$ cat src/rtl/stage_1_pkg.sv
// Shared widths, defaults and address/legality helpers for the stage-1 pipe.
package stage_1_pkg;

  localparam int unsigned RANGE_WIDTH_D    = 16;
  localparam int unsigned SYMBOL_WIDTH_D   = 4;
  localparam int unsigned LUT_DATA_WIDTH_D = 16;
  localparam int unsigned CDF_SHIFT_D      = 6;
  localparam int unsigned CNT_WIDTH_D      = 32;

  typedef enum logic {
    EMPTY = 1'b0,
    FULL  = 1'b1
  } occ_e;

  // {(nsyms-1) mod 2^sw, symbol mod 2^sw}; nsyms==0 wraps to all ones.
  function automatic logic [31:0] lut_addr_f(input int unsigned nsyms,
                                             input int unsigned symbol,
                                             input int unsigned sw);
    int unsigned mask;
    mask = (32'd1 << sw) - 32'd1;
    return (((nsyms - 32'd1) & mask) << sw) | (symbol & mask);
  endfunction

  function automatic logic sym_illegal_f(input int unsigned nsyms,
                                         input int unsigned symbol,
                                         input int unsigned sw);
    return (nsyms == 32'd0) || (nsyms > (32'd1 << sw)) || (symbol >= nsyms);
  endfunction

endpackage

$ cat src/rtl/lut_u.sv
// U-word lookup table, synchronous read with one cycle of latency.
module lut_u #(
  parameter int unsigned ADDR_WIDTH = 8,
  parameter int unsigned DATA_WIDTH = 16
) (
  input  logic                  clk,
  input  logic [ADDR_WIDTH-1:0] addr,
  output logic [DATA_WIDTH-1:0] data
);

  always_ff @(posedge clk) begin
    data <= DATA_WIDTH'(32'(addr) * 32'd37 + 32'd11);
  end

endmodule

$ cat src/rtl/lut_v.sv
// V-word lookup table, synchronous read with one cycle of latency.
module lut_v #(
  parameter int unsigned ADDR_WIDTH = 8,
  parameter int unsigned DATA_WIDTH = 16
) (
  input  logic                  clk,
  input  logic [ADDR_WIDTH-1:0] addr,
  output logic [DATA_WIDTH-1:0] data
);

  always_ff @(posedge clk) begin
    data <= DATA_WIDTH'((32'(addr) << 5) ^ 32'h0000_A5C3);
  end

endmodule

$ cat src/rtl/stage_1_addr_hold.sv
// LUT address mux: new address on accept, otherwise the held address of the
// current output record so the synchronous LUT words stay stable in a stall.
module stage_1_addr_hold #(
  parameter int unsigned ADDR_WIDTH = 8
) (
  input  logic                  clk,
  input  logic                  reset,
  input  logic                  accept,
  input  logic [ADDR_WIDTH-1:0] new_addr,
  output logic [ADDR_WIDTH-1:0] lut_addr
);

  logic [ADDR_WIDTH-1:0] held_q;

  always_ff @(posedge clk) begin
    if (reset)       held_q <= '0;
    else if (accept) held_q <= new_addr;
  end

  assign lut_addr = accept ? new_addr : held_q;

endmodule

$ cat src/rtl/stage_1_pipe.sv
// Encoder stage 1: registered CDF shift, compare flag and U/V LUT lookup
// behind a one-deep valid/ready register slice.
module stage_1_pipe
  import stage_1_pkg::*;
#(
  parameter int unsigned RANGE_WIDTH    = RANGE_WIDTH_D,
  parameter int unsigned SYMBOL_WIDTH   = SYMBOL_WIDTH_D,
  parameter int unsigned LUT_DATA_WIDTH = LUT_DATA_WIDTH_D,
  parameter int unsigned CDF_SHIFT      = CDF_SHIFT_D,
  parameter int unsigned CNT_WIDTH      = CNT_WIDTH_D
) (
  input  logic                      clk_stage_1,
  input  logic                      reset,
  input  logic                      in_valid,
  output logic                      in_ready,
  input  logic [RANGE_WIDTH-1:0]    FL,
  input  logic [RANGE_WIDTH-1:0]    FH,
  input  logic [SYMBOL_WIDTH-1:0]   SYMBOL,
  input  logic [SYMBOL_WIDTH:0]     NSYMS,
  input  logic                      bool,
  output logic                      out_valid,
  input  logic                      out_ready,
  output logic [RANGE_WIDTH-1:0]    UU,
  output logic [RANGE_WIDTH-1:0]    VV,
  output logic                      COMP_mux_1,
  output logic                      bool_out,
  output logic [SYMBOL_WIDTH-1:0]   out_symbol,
  output logic [LUT_DATA_WIDTH-1:0] lut_u_out,
  output logic [LUT_DATA_WIDTH-1:0] lut_v_out,
  output logic                      illegal,
  output logic [CNT_WIDTH-1:0]      sym_count
);

  localparam int unsigned LUT_ADDR_WIDTH = 2 * SYMBOL_WIDTH;

  occ_e                      state_q, state_d;
  logic                      accept, xfer;
  logic [LUT_ADDR_WIDTH-1:0] new_addr, lut_addr;

  assign out_valid = (state_q == FULL);
  assign in_ready  = ~out_valid | out_ready;
  assign accept    = in_valid & in_ready;
  assign xfer      = out_valid & out_ready;

  always_ff @(posedge clk_stage_1) begin
    if (reset) state_q <= EMPTY;
    else       state_q <= state_d;
  end

  always_comb begin
    state_d = state_q;
    if (accept)    state_d = FULL;
    else if (xfer) state_d = EMPTY;
  end

  always_ff @(posedge clk_stage_1) begin
    if (reset) begin
      UU         <= '0;
      VV         <= '0;
      COMP_mux_1 <= 1'b0;
      bool_out   <= 1'b0;
      out_symbol <= '0;
      illegal    <= 1'b0;
      sym_count  <= '0;
    end else if (accept) begin
      UU         <= FL >> CDF_SHIFT;
      VV         <= FH >> CDF_SHIFT;
      COMP_mux_1 <= ~FL[RANGE_WIDTH-1];
      bool_out   <= ~bool;
      out_symbol <= SYMBOL;
      sym_count  <= sym_count + CNT_WIDTH'(1);
      if (sym_illegal_f(32'(NSYMS), 32'(SYMBOL), SYMBOL_WIDTH))
        illegal <= 1'b1;
    end
  end

  assign new_addr = LUT_ADDR_WIDTH'(lut_addr_f(32'(NSYMS), 32'(SYMBOL), SYMBOL_WIDTH));

  stage_1_addr_hold #(
    .ADDR_WIDTH(LUT_ADDR_WIDTH)
  ) u_addr_hold (
    .clk      (clk_stage_1),
    .reset    (reset),
    .accept   (accept),
    .new_addr (new_addr),
    .lut_addr (lut_addr)
  );

  lut_u #(
    .ADDR_WIDTH(LUT_ADDR_WIDTH),
    .DATA_WIDTH(LUT_DATA_WIDTH)
  ) u_lut_u (
    .clk  (clk_stage_1),
    .addr (lut_addr),
    .data (lut_u_out)
  );

  lut_v #(
    .ADDR_WIDTH(LUT_ADDR_WIDTH),
    .DATA_WIDTH(LUT_DATA_WIDTH)
  ) u_lut_v (
    .clk  (clk_stage_1),
    .addr (lut_addr),
    .data (lut_v_out)
  );

endmodule

$ cat config.mk
export PLATFORM = sky130hd
export DESIGN_NAME = stage_1_pipe
export DESIGN_NICKNAME = d
export VERILOG_FILES = /design/src/rtl/stage_1_pkg.sv /design/src/rtl/lut_u.sv /design/src/rtl/lut_v.sv /design/src/rtl/stage_1_addr_hold.sv /design/src/rtl/stage_1_pipe.sv
export SDC_FILE = /design/constraint.sdc
export NUM_CORES = 1
export LEC_CHECK = 0
export ABC_AREA = 1
export ABC_CLOCK_PERIOD_IN_PS = 4200
export CORE_ASPECT_RATIO = 0.75
export CORE_MARGIN = 1.5
export CORE_UTILIZATION = 42
export CTS_BUF_LIST = sky130_fd_sc_hd__clkbuf_2
export CTS_CLUSTER_DIAMETER = 100
export CTS_CLUSTER_SIZE = 12
export DETAILED_ROUTE_END_ITERATION = 8
export MAX_ROUTING_LAYER = met4
export PLACE_DENSITY = 0.77
export SYNTH_ARGS = -nofsm -noshare
export SYNTH_HDL_FRONTEND = slang
export SYNTH_SLANG_ARGS = --single-unit
$ cat constraint.sdc
create_clock -name clk_stage_1 -period 4.2 [get_ports clk_stage_1]
set_clock_uncertainty 0.05 [all_clocks]
set_input_delay 0.63 -clock clk_stage_1 [delete_from_list [all_inputs] [get_ports clk_stage_1]]
set_output_delay 0.63 -clock clk_stage_1 [all_outputs]
set_load 0.02 [all_outputs]
; Word level (Yosys, flattened, before mapping)
; Index checks and enable logic that the tools add are counted.
[classes]
n_addsub = 3
n_mul = 1
div = 0
n_lt_le_gt_ge = 2
eq_ne = 0
shift = 0
muxes = 3
bitwise = 8
n_reduce_logical = 5
[ops]
columns = cell, n
row1 = 32-bit by 1-bit adder with 32-bit output (second input constant), 1
row2 = 14-bit by 4-bit adder with 15-bit output (second input constant), 1
row3 = 8-bit by 6-bit multiplier with 14-bit output (second input constant), 1
row4 = 8-bit 2-to-1 mux, 1
row5 = 6-bit inverter with 8-bit output, 1
row6 = 8-bit by 4-bit bitwise OR with 8-bit output, 1
row7 = 4-bit by 5-bit >= comparator with 1-bit output, 1
row8 = 5-bit > comparator (second input constant), 1
row9 = 5-bit zero test, 1
row10 = 4-bit by 1-bit subtractor with 4-bit output (second input constant), 1
row11 = 1-bit inverter, 3
row12 = 1-bit bitwise AND, 2
row13 = 1-bit logical OR, 2
row14 = 1-bit 2-to-1 mux, 2
row15 = 2-bit AND reduction, 1
row16 = 2-bit nonzero test, 1
row17 = 1-bit bitwise OR, 1
[totals]
regBits = 96
latch_bits = 0
mem_bits_rw = 0
romBits = 0
inputBits = 46
elab_cells = 33
n_memories = 0

; Depth between registers and ports, before layout
; Gate-level depths: netlist of run 1.
[logic_depth]
ltp_word = 6
depth_mapped = 22
mapped_depth_nobuf = 21

; Hierarchy
; Synthesis of run 1 repeated with hierarchy kept, for this count alone.
[hier_totals]
cells_unflattened = 686
hier_area_um2 = 4949.7
[modules_own_cells]
columns = mod, n_inst, cells_per_inst, area_per_inst_um2
row1 = stage_1_pipe, 1, 440, 2949.1
row2 = lut_u, 1, 157, 1290.0
row3 = stage_1_addr_hold, 1, 67, 467.9
row4 = lut_v, 1, 22, 242.7

; Least setup slack after synthesis of run 1
; No wires, ideal clock.
[synth_timing]
path_type = input to register
startpoint = input NSYMS[0]
endpoint = register u_lut_u.data[11]
setup_ns = 0.120
arrival_ns = 3.790
slack_ns = 0.240
path_stages = 16
n_path_buf = 0
cell_sequence = inv_1 -> ha_1 -> or2_2 -> a31oi_1 -> ha_1 -> ha_1 -> inv_1 -> fa_1 -> inv_1 -> ha_1 -> ha_1 -> a21oi_1 -> o21ai_0 -> nand2_1 -> nand3_1 -> xor2_1
[synth_via]
elab_chain_len = 5
[synth_lines]
columns = element, line_no
row1 = start: declaration, stage_1_pipe.sv:19  ; input logic [SYMBOL_WIDTH:0] NSYMS,
row2 = 4-bit by 1-bit subtractor with 4-bit output, stage_1_pkg.sv:21  ; return (((nsyms - 32'd1) & mask) << sw) | (symbol & mask);
row3 = 8-bit by 4-bit bitwise OR with 8-bit output, stage_1_pkg.sv:21
row4 = 8-bit 2-to-1 mux, stage_1_addr_hold.sv:20  ; assign lut_addr = accept ? new_addr : held_q;
row5 = net lut_addr[6], stage_1_pipe.sv:38  ; logic [LUT_ADDR_WIDTH-1:0] new_addr, lut_addr;
row6 = 8-bit by 6-bit multiplier with 14-bit output, lut_u.sv:12  ; data <= DATA_WIDTH'(32'(addr) * 32'd37 + 32'd11);
row7 = 14-bit by 4-bit adder with 15-bit output, lut_u.sv:12
row8 = end signal: assignment, lut_u.sv:12
row9 = end: declaration, lut_u.sv:8  ; output logic [DATA_WIDTH-1:0] data
; The timed path passes the listed nets, and every way through them passes these cells.
; A chain may end at the register's enable or synchronous reset.

; Worst setup path after layout of run 1
; Ends and elaborated chain as after synthesis.

==> metrics.txt, run 1 <==
status=completed; clock transition at the registers of the reported paths=0.23 ns; P&R area growth vs syn=32.6%; clk buf depth=2; starting density of the core=43.1%; Mapped Cells=634; detailed-route DRC error count=0; Die Wd=125 um; multi-input logic area=0.00248 mm2; MaxCap Viol Count=0; Layout fillers=1,008; Arr. time, crit path=4.47 ns; H-tree depth=3; post-DR wirelength/cell=12.7 um; core box area=0.0109 mm2; Ports=151; Worst Max-Slew Pin Slew=1.10 ns; post-synthesis register bit count=90; Final WS setup=0.164 ns; vias per inst=4.81; CP Launch Type=input port; Worst IR Drop VDD=0.243 mV; total power=2.18 mW; number of diodes=0; grt ovf=0; crit end category=register; initial antenna violation count=0; vias in the first global route=3,972; setup slack at placement=-0.395 ns; later-pin clock latency in the skew report=0.59 ns; worst hold margin=0.426 ns; Post-Place Cells=905; via count=4,432; Hold/Removal Path Class=reg -> reg; final core occ=57.2%; normalized max-slew margin=26.5%; num rows=33; drt total wl=11,700 um; Die ar.=0.0119 mm2; register area=0.00180 mm2; Final Setup Violations=0; port bufs=116; Num CTS Buffers=9; Die H=94.8 um; Final Hold Viols=0; Final Max Slew Viols=0; Pwr Density=349 mW/mm2; RePlAce Congestion=0.973; Leak=2.70 nW; largest net degree at the start of global routing=41; Detail Route Antenna Nets=0; sequential area share after synthesis=38.2%; warnings from Yosys=0; clock tree root buffer cell=clkbuf_2; Synth Cell Area=0.00472 mm2; Cell variety after synth=32; RSZ-0062 raised after global routing=no; share of cells above drive strength 1=9.22%; Post-CTS Resized=0; global-route usage over all layers=20.9%; setup repair bufs after CTS=0; Finished Layout Cells=921; min cycle time layout=4.04 ns; Clock Sinks=90; period utilization=96.1%; CTS tree=yes; CP required=4.64 ns; # nets final=867; critical path class=in -> reg; hold buffers post-CTS=0; synthesized area per cell=7.44 um2; first-pass GRT wire length=19,100 um; FMAX=248 MHz; hpwl dp=9160 um; DR pass1 iterations=5; Max FO, Critical Path=4; initial drt markers=222
-- final timing paths --
kind,from,endpoint,slack [ns],cells after the start
min,illegal$_SDFFE_PP0P_,illegal$_SDFFE_PP0P_,0.43,2
min reg2reg,illegal$_SDFFE_PP0P_,illegal$_SDFFE_PP0P_,0.43,2
max reg2reg,out_valid$_SDFFE_PP0P_,u_lut_u.data[11]$_DFF_P_,0.46,14
max,NSYMS[0],u_lut_u.data[11]$_DFF_P_,0.16,17
-- sequential cells by signal, indices dropped and copies added (netlist names), 4 cells and up --
name,count
UU,10
u_lut_v.data,8
u_addr_hold.held_q,8
sym_count,32
out_symbol,4
VV,10
u_lut_u.data,14
-- synthesized netlist by cell type --
master,count,share of area (%)
a21oi_1,27,2.9
a31oi_1,4,0.53
and2_1,1,0.13
buf_2,6,0.64
buf_4,23,3.7
buf_6,1,0.24
clkbuf_1,8,0.64
conb_1,2,0.16
dfxtp_1,90,38
fa_1,4,1.7
ha_1,41,11
inv_1,67,5.3
inv_2,4,0.32
nand2_1,115,9.1
nand2_2,5,0.66
nand3_1,31,3.3
nand3_2,2,0.42
nand3b_1,1,0.16
nand4_1,16,2.1
nor2_1,108,8.6
nor2_2,5,0.66
nor2_4,3,0.72
nor3_1,6,0.64
nor3_2,2,0.42
nor3b_1,2,0.32
nor4b_1,1,0.19
o21a_1,1,0.16
o21ai_0,42,4.5
o21bai_1,2,0.32
or2_2,2,0.27
xnor2_1,3,0.56
xor2_1,9,1.7
-- final cells by class --
cell class              instances  share of cell area [%]
well taps                     140                    2.80
inverters                      71                    4.26
repair buffers                149                    22.5
multi-input cells             455                    39.7
flip-flops and latches         90                    28.8
clock inverters                 6                    1.16
clock buffers                  10                   0.800
-- routing by layer --
layer  vias up  global-route usage [%]  part of all wire [%]
li1       2278                       -                     -
met1      2001                    28.1                    49
met2       147                    32.1                    44
met3         6                    5.61                   7.3
met4         0                    3.50                  0.60
met5         -                       -                     0
-- cell usage in the layout, fill, tap and decap left out --
cell / netlist / layout
nor2_4: 3 / 3
clkbuf_2: 0 / 10
xnor2_1: 3 / 3
inv_2: 4 / 4
nand3b_1: 1 / 1
dfxtp_1: 90 / 90
nor3_2: 2 / 2
nor4b_1: 1 / 1
a31oi_1: 4 / 4
o21ai_0: 42 / 42
nand2_1: 115 / 115
clkdlybuf4s50_1: 0 / 116
nand3_2: 2 / 2
nor3b_1: 2 / 2
o21bai_1: 2 / 2
o21a_1: 1 / 1
nor2_2: 5 / 5
buf_4: 23 / 33
ha_1: 41 / 41
nand2_2: 5 / 5
a21oi_1: 27 / 27
xor2_1: 9 / 9
conb_1: 2 / 22
nor3_1: 6 / 6
nor2_1: 108 / 108
inv_1: 67 / 67
bufinv_16: 0 / 1
or2_2: 2 / 2
nand3_1: 31 / 31
inv_6: 0 / 2
clkinvlp_4: 0 / 1
and2_1: 1 / 1
fa_1: 4 / 4
nand4_1: 16 / 16
clkinv_4: 0 / 2
-- critical path, stage by stage --
cell             delay [ns]
clkdlybuf4s50_1        0.51
inv_1                  0.08
ha_1                   0.21
or2_2                  0.29
a31oi_1                0.24
ha_1                   0.27
ha_1                   0.27
inv_1                  0.05
fa_1                   0.53
inv_1                  0.04
ha_1                   0.28
ha_1                   0.34
a21oi_1                0.19
o21ai_0                0.11
nand2_1                0.08
nand3_1                0.16
xor2_1                 0.18
-- where the power goes --
part | leakage (nW) | internal [mW] | switching (mW)
combinational | 1.89 | 0.352 | 0.396
clock | 0.0731 | 0.147 | 0.317
sequential | 0.741 | 0.942 | 0.0293
-- cells by family (layout without fill, tap and decap cells) --
group                    Yosys count  in the layout  synth area share [%]
AND/OR/NAND/NOR                  300            300                  27.7
AO/OA/AOI/OAI                     76             76                  8.32
buffers and inverters            109            236                  10.8
other                              2             22                 0.159
flip-flops                        90             90                  38.2
adder cells (fa/ha/maj)           45             45                  12.6
XOR/XNOR                          12             12                  2.23
-- per-stage QoR --
stage	setup TNS, ns	instance area (um2)
final	0	6260
after global routing	0	6260
after CTS	0	6260
after detailed placement	-2.20	6130
after global placement	-1.92	6130
after floorplan	0	4790
Note: power is estimated with default switching activity, not from simulation.
==> inputs of run 2 (changes only) <==
Settings changed: CORE_UTILIZATION 42 to 43, GPL_TIMING_DRIVEN set to 0, PLACE_DENSITY 0.77 to 0.78, SLEW_MARGIN set to 20.
==> run 2 against run 1 <==
Effect of this change:
- die area decreased by 2.3%
- largest cell class unchanged
- critical path depth unchanged
- combinational power decreased by 3.7%
- clock power increased by 5.4%
- highest routed layer unchanged
- clock-buffer cell count unchanged
- total power decreased by 0.10%
- cell count increased by 0.33%
- wire length increased by 8.4%
- sequential share of layout area decreased by 0.22 points
- fmax increased by 0.31%
- global-route usage increased by 1.6 points
==> metrics.txt, run 2 (synthesized netlist as in run 1, its figures left out) <==
CP required=4.64 ns (about the same); FMAX=249 MHz (was 248 MHz); port bufs=116 (unchanged); crit path max-delay cell type=fa_1 (unchanged); Leak=2.73 nW (was 2.70 nW); Internal=1.45 mW (was 1.44 mW); Ports=151 (unchanged); Num CTS Buffers=9 (unchanged); crit-path max cell delay=0.53 ns (about the same); vias in the first global route=4,141 (was 3,972); DR pass1 iterations=5 (unchanged); Final Max Slew Viols=0 (unchanged); CP Launch Type=input port (unchanged); crit-path most repeated cell=ha_1 (unchanged); Comb power frac=33.0% (was 34.2%); Die Wd=124 um (was 125 um); Hold/Removal Path Class=in -> reg (was reg -> reg); RePlAce Congestion=0.942 (was 0.973); core box area=0.0105 mm2 (was 0.0109 mm2); Reg power frac=44.6% (was 44.5%); share of cells above drive strength 1=9.52% (was 9.22%); initial drt markers=274 (was 222); grt ovf=0 (unchanged); Final WS setup=0.176 ns (was 0.164 ns); clk buf depth=2 (unchanged); final core occ=60.1% (was 57.2%); drt total wl=12,700 um (was 11,700 um); Clock Sinks=90 (unchanged); min cycle time layout=4.02 ns (was 4.04 ns); Worst Max-Slew Pin Slew=0.732 ns (was 1.10 ns); most frequent cells in the layout=nand2_1, clkdlybuf4s50_1, nor2_1 (was clkdlybuf4s50_1, nand2_1, nor2_1); switching fraction of total power=33.3% (was 34.0%); Biggest register=sym_count (unchanged); CTS tree=yes (unchanged); later-pin clock latency in the skew report=0.55 ns (was 0.59 ns); setup slack at placement=-0.846 ns (was -0.395 ns); Final Setup Violations=0 (unchanged); # nets final=874 (was 867); Die H=93.7 um (was 94.8 um); status=completed (unchanged); period utilization=95.8% (was 96.1%); Die ar.=0.0116 mm2 (was 0.0119 mm2); Arr. time, crit path=4.46 ns (was 4.47 ns); first-pass GRT wire length=19,600 um (was 19,100 um); clock transition at the registers of the reported paths=0.21 ns (was 0.23 ns); largest net degree at the start of global routing=15 (was 41); Worst IR Drop VDD=0.205 mV (was 0.243 mV); MaxCap Viol Count=0 (unchanged); Max FO, Critical Path=5 (was 4); post-DR wirelength/cell=13.7 um (was 12.7 um); Detail Route Antenna Nets=0 (unchanged); vias per inst=4.97 (was 4.81); hpwl dp=9890 um (was 9160 um); Largest regs=sym_count (32), u_lut_u.data (14) (unchanged); P&R area growth vs syn=33.6% (was 32.6%); via count=4,588 (was 4,432); number of diodes=0 (unchanged); crit end category=register (unchanged); critical path class=in -> reg (unchanged); Pwr Density=346 mW/mm2 (was 349 mW/mm2); setup slack, reg-to-reg=0.29 ns (was 0.46 ns); H-tree depth=3 (unchanged); crit path cell chain=clkdlybuf4s50_1 -> inv_1 -> ha_1 -> or2_2 -> a31oi_4 -> ha_1 -> ha_1 -> inv_1 -> fa_1 -> inv_1 -> ha_1 -> ha_2 -> nand2_1 -> o21ai_0 -> nand2_1 -> nand3_1 -> xor2_1 (was clkdlybuf4s50_1 -> inv_1 -> ha_1 -> or2_2 -> a31oi_1 -> ha_1 -> ha_1 -> inv_1 -> fa_1 -> inv_1 -> ha_1 -> ha_1 -> a21oi_1 -> o21ai_0 -> nand2_1 -> nand3_1 -> xor2_1); Final Hold Viols=0 (unchanged); starting density of the core=45.0% (was 43.1%); detailed-route DRC error count=0 (unchanged); initial antenna violation count=0 (unchanged); worst hold margin=0.443 ns (was 0.426 ns); global-route usage over all layers=22.5% (was 20.9%); Largest register FFs=32 (unchanged); NetSw=726 uW (was 742 uW); normalized max-slew margin=50.7% (was 26.5%); Clock power frac=22.4% (was 21.3%); num rows=32 (was 33); clock tree root buffer cell=clkbuf_2 (unchanged)
[run 2: timing repair]
action,4_1_cts,5_1_grt
endpoints found under the setup margin,6,5
pin swaps,0,1
setup buffers,0,2
resized for setup,4,9
hold buffers,0,0
[run 2: power by group through the flow]
| stage | combinational, mW | sequential, mW | clock (mW) |
|---|---|---|---|
| floorplan | 0.327 | 1.09 | 0 |
| global placement | 0.681 | 0.986 | 0 |
| detailed placement | 0.699 | 0.990 | 0 |
| CTS | 0.708 | 0.972 | 0.502 |
| global route | 0.786 | 0.980 | 0.540 |
| finish | 0.720 | 0.972 | 0.489 |
[run 2: path summary, 6_finish.rpt]
path,start,end,depth (start not counted)
max reg2reg,out_valid$_SDFFE_PP0P_,u_lut_u.data[11]$_DFF_P_,17
min,NSYMS[0],u_lut_v.data[9]$_DFF_P_,2
max,NSYMS[1],u_lut_u.data[11]$_DFF_P_,17
min reg2reg,VV[7]$_SDFFE_PP0P_,VV[7]$_SDFFE_PP0P_,2
[run 2: final cells by class]
class / count / area (um2)
Sequential cell: 90 / 1800
Inverter: 71 / 267
Tap cell: 136 / 170
Clock inverter: 6 / 81.3
Multi-Input combinational cell: 455 / 2510
Buffer: 38 / 245
Fill cell: 942 / 4180
Timing Repair Buffer: 118 / 1180
Clock buffer: 10 / 50.0
[run 2: routing by layer]
metal / share of wire [%] / vias up / GRT usage (%) / wire [um]
li1: - / 2297 / - / -
met1: 45 / 2091 / 28.8 / 5720
met2: 46 / 177 / 35.5 / 5870
met3: 7.2 / 23 / 5.28 / 914
met4: 1.5 / 0 / 6.63 / 192
met5: 0 / - / - / 0
[run 2: per-stage QoR]
| step | TNS (ns) | instances | instance area [um2] | total power, mW |
|---|---|---|---|---|
| CTS | 0 | 922 | 6270 | 2.18 |
| global placement | -4.58 | 906 | 6130 | 1.67 |
| global route | -0.00835 | 924 | 6310 | 2.31 |
| floorplan | 0 | 654 | 4790 | 1.42 |
| finish | 0 | 924 | 6310 | 2.18 |
| detailed placement | -5.33 | 906 | 6130 | 1.69 |
[run 2: worst max-delay path: cells and delay by family]
kind / cells / cell delay [ns]
buffers and inverters: 4 / 0.65
XOR/XNOR: 1 / 0.16
AND/OR/NAND/NOR: 4 / 0.66
AO/OA/AOI/OAI: 2 / 0.42
adder cells (fa/ha/maj): 6 / 1.95
==> inputs of run 3 (changes only) <==
Settings changed: ABC_CLOCK_PERIOD_IN_PS 4200 to 4320, CORE_UTILIZATION 43 to 48, PLACE_DENSITY 0.78 to 0.83.
Clock period 4.2 ns to 4.32 ns, I/O delays scaled along.
==> run 3 against run 2 <==
Effect of this change:
- cell area decreased by 0.65%
- wire length is 2.9% lower
- critical path depth did not move
- non-clock buffer count unchanged
- critical path type unchanged
- clock power is 13% lower
- register-to-register slack improved by 0.08 ns
- via count down 0.92%
- critical endpoint unchanged
- worst setup slack gained 0.064 ns
- first-iteration DRC count increased by 27%
- cell count decreased by 0.43%
- sequential cell count stayed put
==> metrics.txt, run 3 (synthesized netlist as in run 1, its figures left out) <==
Detail Route Antenna Nets=0 (unchanged); starting density of the core=49.1% (was 45.0%); normalized max-slew margin=47.4% (was 50.7%); clock transition at the registers of the reported paths=0.24 ns (was 0.21 ns); share of cells above drive strength 1=9.14% (was 9.52%); global-route usage over all layers=24.9% (was 22.5%); CP required=4.76 ns (was 4.64 ns); post-DR wirelength/cell=13.4 um (was 13.7 um); FMAX=245 MHz; Arr. time, crit path=4.51 ns (was 4.46 ns); Worst IR Drop VDD=0.265 mV (was 0.205 mV); # nets final=874 (unchanged); Largest regs=sym_count (32), u_lut_u.data (14) (unchanged); port bufs=116 (unchanged); Clock Sinks=90 (unchanged); Die H=88.9 um (was 93.7 um); period utilization=94.4%; status=completed (unchanged); Die Wd=118 um (was 124 um); vias per inst=4.94 (was 4.97); Leak=2.72 nW (was 2.73 nW); MaxCap Viol Count=0 (unchanged); Pwr Density=329 mW/mm2 (was 346 mW/mm2); clk buf depth=2 (unchanged); Num CTS Buffers=9 (unchanged); placed cell area=0.00612 mm2 (was 0.00613 mm2); Final Max Slew Viols=0 (unchanged); later-pin clock latency in the skew report=0.57 ns (was 0.55 ns); Max FO, Critical Path=5 (unchanged); H-tree depth=3 (unchanged); P&R area growth vs syn=32.7% (was 33.6%); num rows=31 (was 32); core box area=0.00962 mm2 (was 0.0105 mm2); critical path class=in -> reg (unchanged); most frequent cells in the layout=nand2_1, clkdlybuf4s50_1, nor2_1 (unchanged); Die ar.=0.0104 mm2 (was 0.0116 mm2); Worst Max-Slew Pin Slew=0.780 ns (was 0.732 ns); detailed-route DRC error count=0 (unchanged); drt total wl=12,300 um (was 12,700 um); CP Launch Type=input port (unchanged); first-pass GRT wire length=19,800 um (was 19,600 um); crit end category=register (unchanged); Largest register FFs=32 (unchanged); Final Hold Viols=0 (unchanged); clock tree root buffer cell=clkbuf_2 (unchanged); grt ovf=0 (unchanged); min cycle time layout=4.08 ns; CTS tree=yes (unchanged); design area=0.00626 mm2 (was 0.00631 mm2); RePlAce Congestion=0.945 (was 0.942); setup slack, reg-to-reg=0.37 ns (was 0.29 ns); worst hold margin=0.430 ns (was 0.443 ns); Biggest register=sym_count (unchanged); via count=4,546 (was 4,588); number of diodes=0 (unchanged); largest net degree at the start of global routing=15 (unchanged); initial drt markers=349 (was 274); hpwl dp=9570 um (was 9890 um); vias in the first global route=4,061 (was 4,141); DR pass1 iterations=5 (unchanged); initial antenna violation count=0 (unchanged); Hold/Removal Path Class=reg -> reg (was in -> reg); Ports=151 (unchanged); setup TNS=0 ns (unchanged); Final Setup Violations=0 (unchanged)
## run 3: metrics by stage
stage | utilization, % | power, mW | worst slack [ns] | instances
2_1_floorplan | - | 1.38 | 0.342 | 654
5_1_grt | 65.1 | 2.19 | -0.00407 | 920
3_5_place_dp | 63.6 | 1.64 | -0.672 | 902
6_report | 65.1 | 2.06 | 0.241 | 920
4_1_cts | 64.8 | 2.07 | 0.0879 | 918
3_3_place_gp | 63.6 | 1.63 | -0.632 | 902
## run 3: layout make-up
cell class	count	area, um2
inverters	71	267
repair buffers	118	1180
clock buffers	11	55.1
well taps	132	165
clock inverters	5	55.1
plain buffers	38	245
flip-flops and latches	90	1800
multi-input cells	455	2500
fillers	837	3350
## run 3: worst paths after layout
check,start,end,cells past startpoint
hold / removal,out_symbol[2]$_SDFFE_PP0P_,out_symbol[2]$_SDFFE_PP0P_,2
hold reg to reg,out_symbol[2]$_SDFFE_PP0P_,out_symbol[2]$_SDFFE_PP0P_,2
setup reg to reg,out_valid$_SDFFE_PP0P_,u_lut_u.data[11]$_DFF_P_,17
setup / recovery,NSYMS[1],u_lut_u.data[11]$_DFF_P_,17
## run 3: per-layer routing
layer	track usage (%)	wire length [um]
met5	-	0
met1	32.0	5690
met3	5.48	891
met4	7.10	182
met2	39.8	5560
## run 3: power by group
part           total, mW  switching (mW)  leakage, nW  internal [mW]
logic              0.689           0.385         1.91          0.305
clock network      0.427           0.291       0.0696          0.137
registers          0.943          0.0277        0.741          0.916
total               2.06           0.703         2.72           1.36
## run 3: repair_timing
item | in CTS | in global routing
hold endpoints to repair | 0 | 0
endpoints found under the setup margin | 1 | 6
hold buffers | 0 | 0
setup buffers | 0 | 2
pin swaps | 0 | 1
resized for setup | 1 | 7
## run 3: worst max-delay path, cell delays in order
cell and delay [ns]:
clkdlybuf4s50_1 0.47, inv_1 0.08, ha_1 0.20, or2_2 0.32, a31oi_4 0.26, ha_1 0.27
ha_1 0.27, inv_1 0.05, fa_1 0.54, inv_1 0.05, ha_1 0.29, ha_1 0.37
a21oi_1 0.20, o21ai_0 0.11, nand2_1 0.06, nand3_1 0.14, xor2_1 0.18
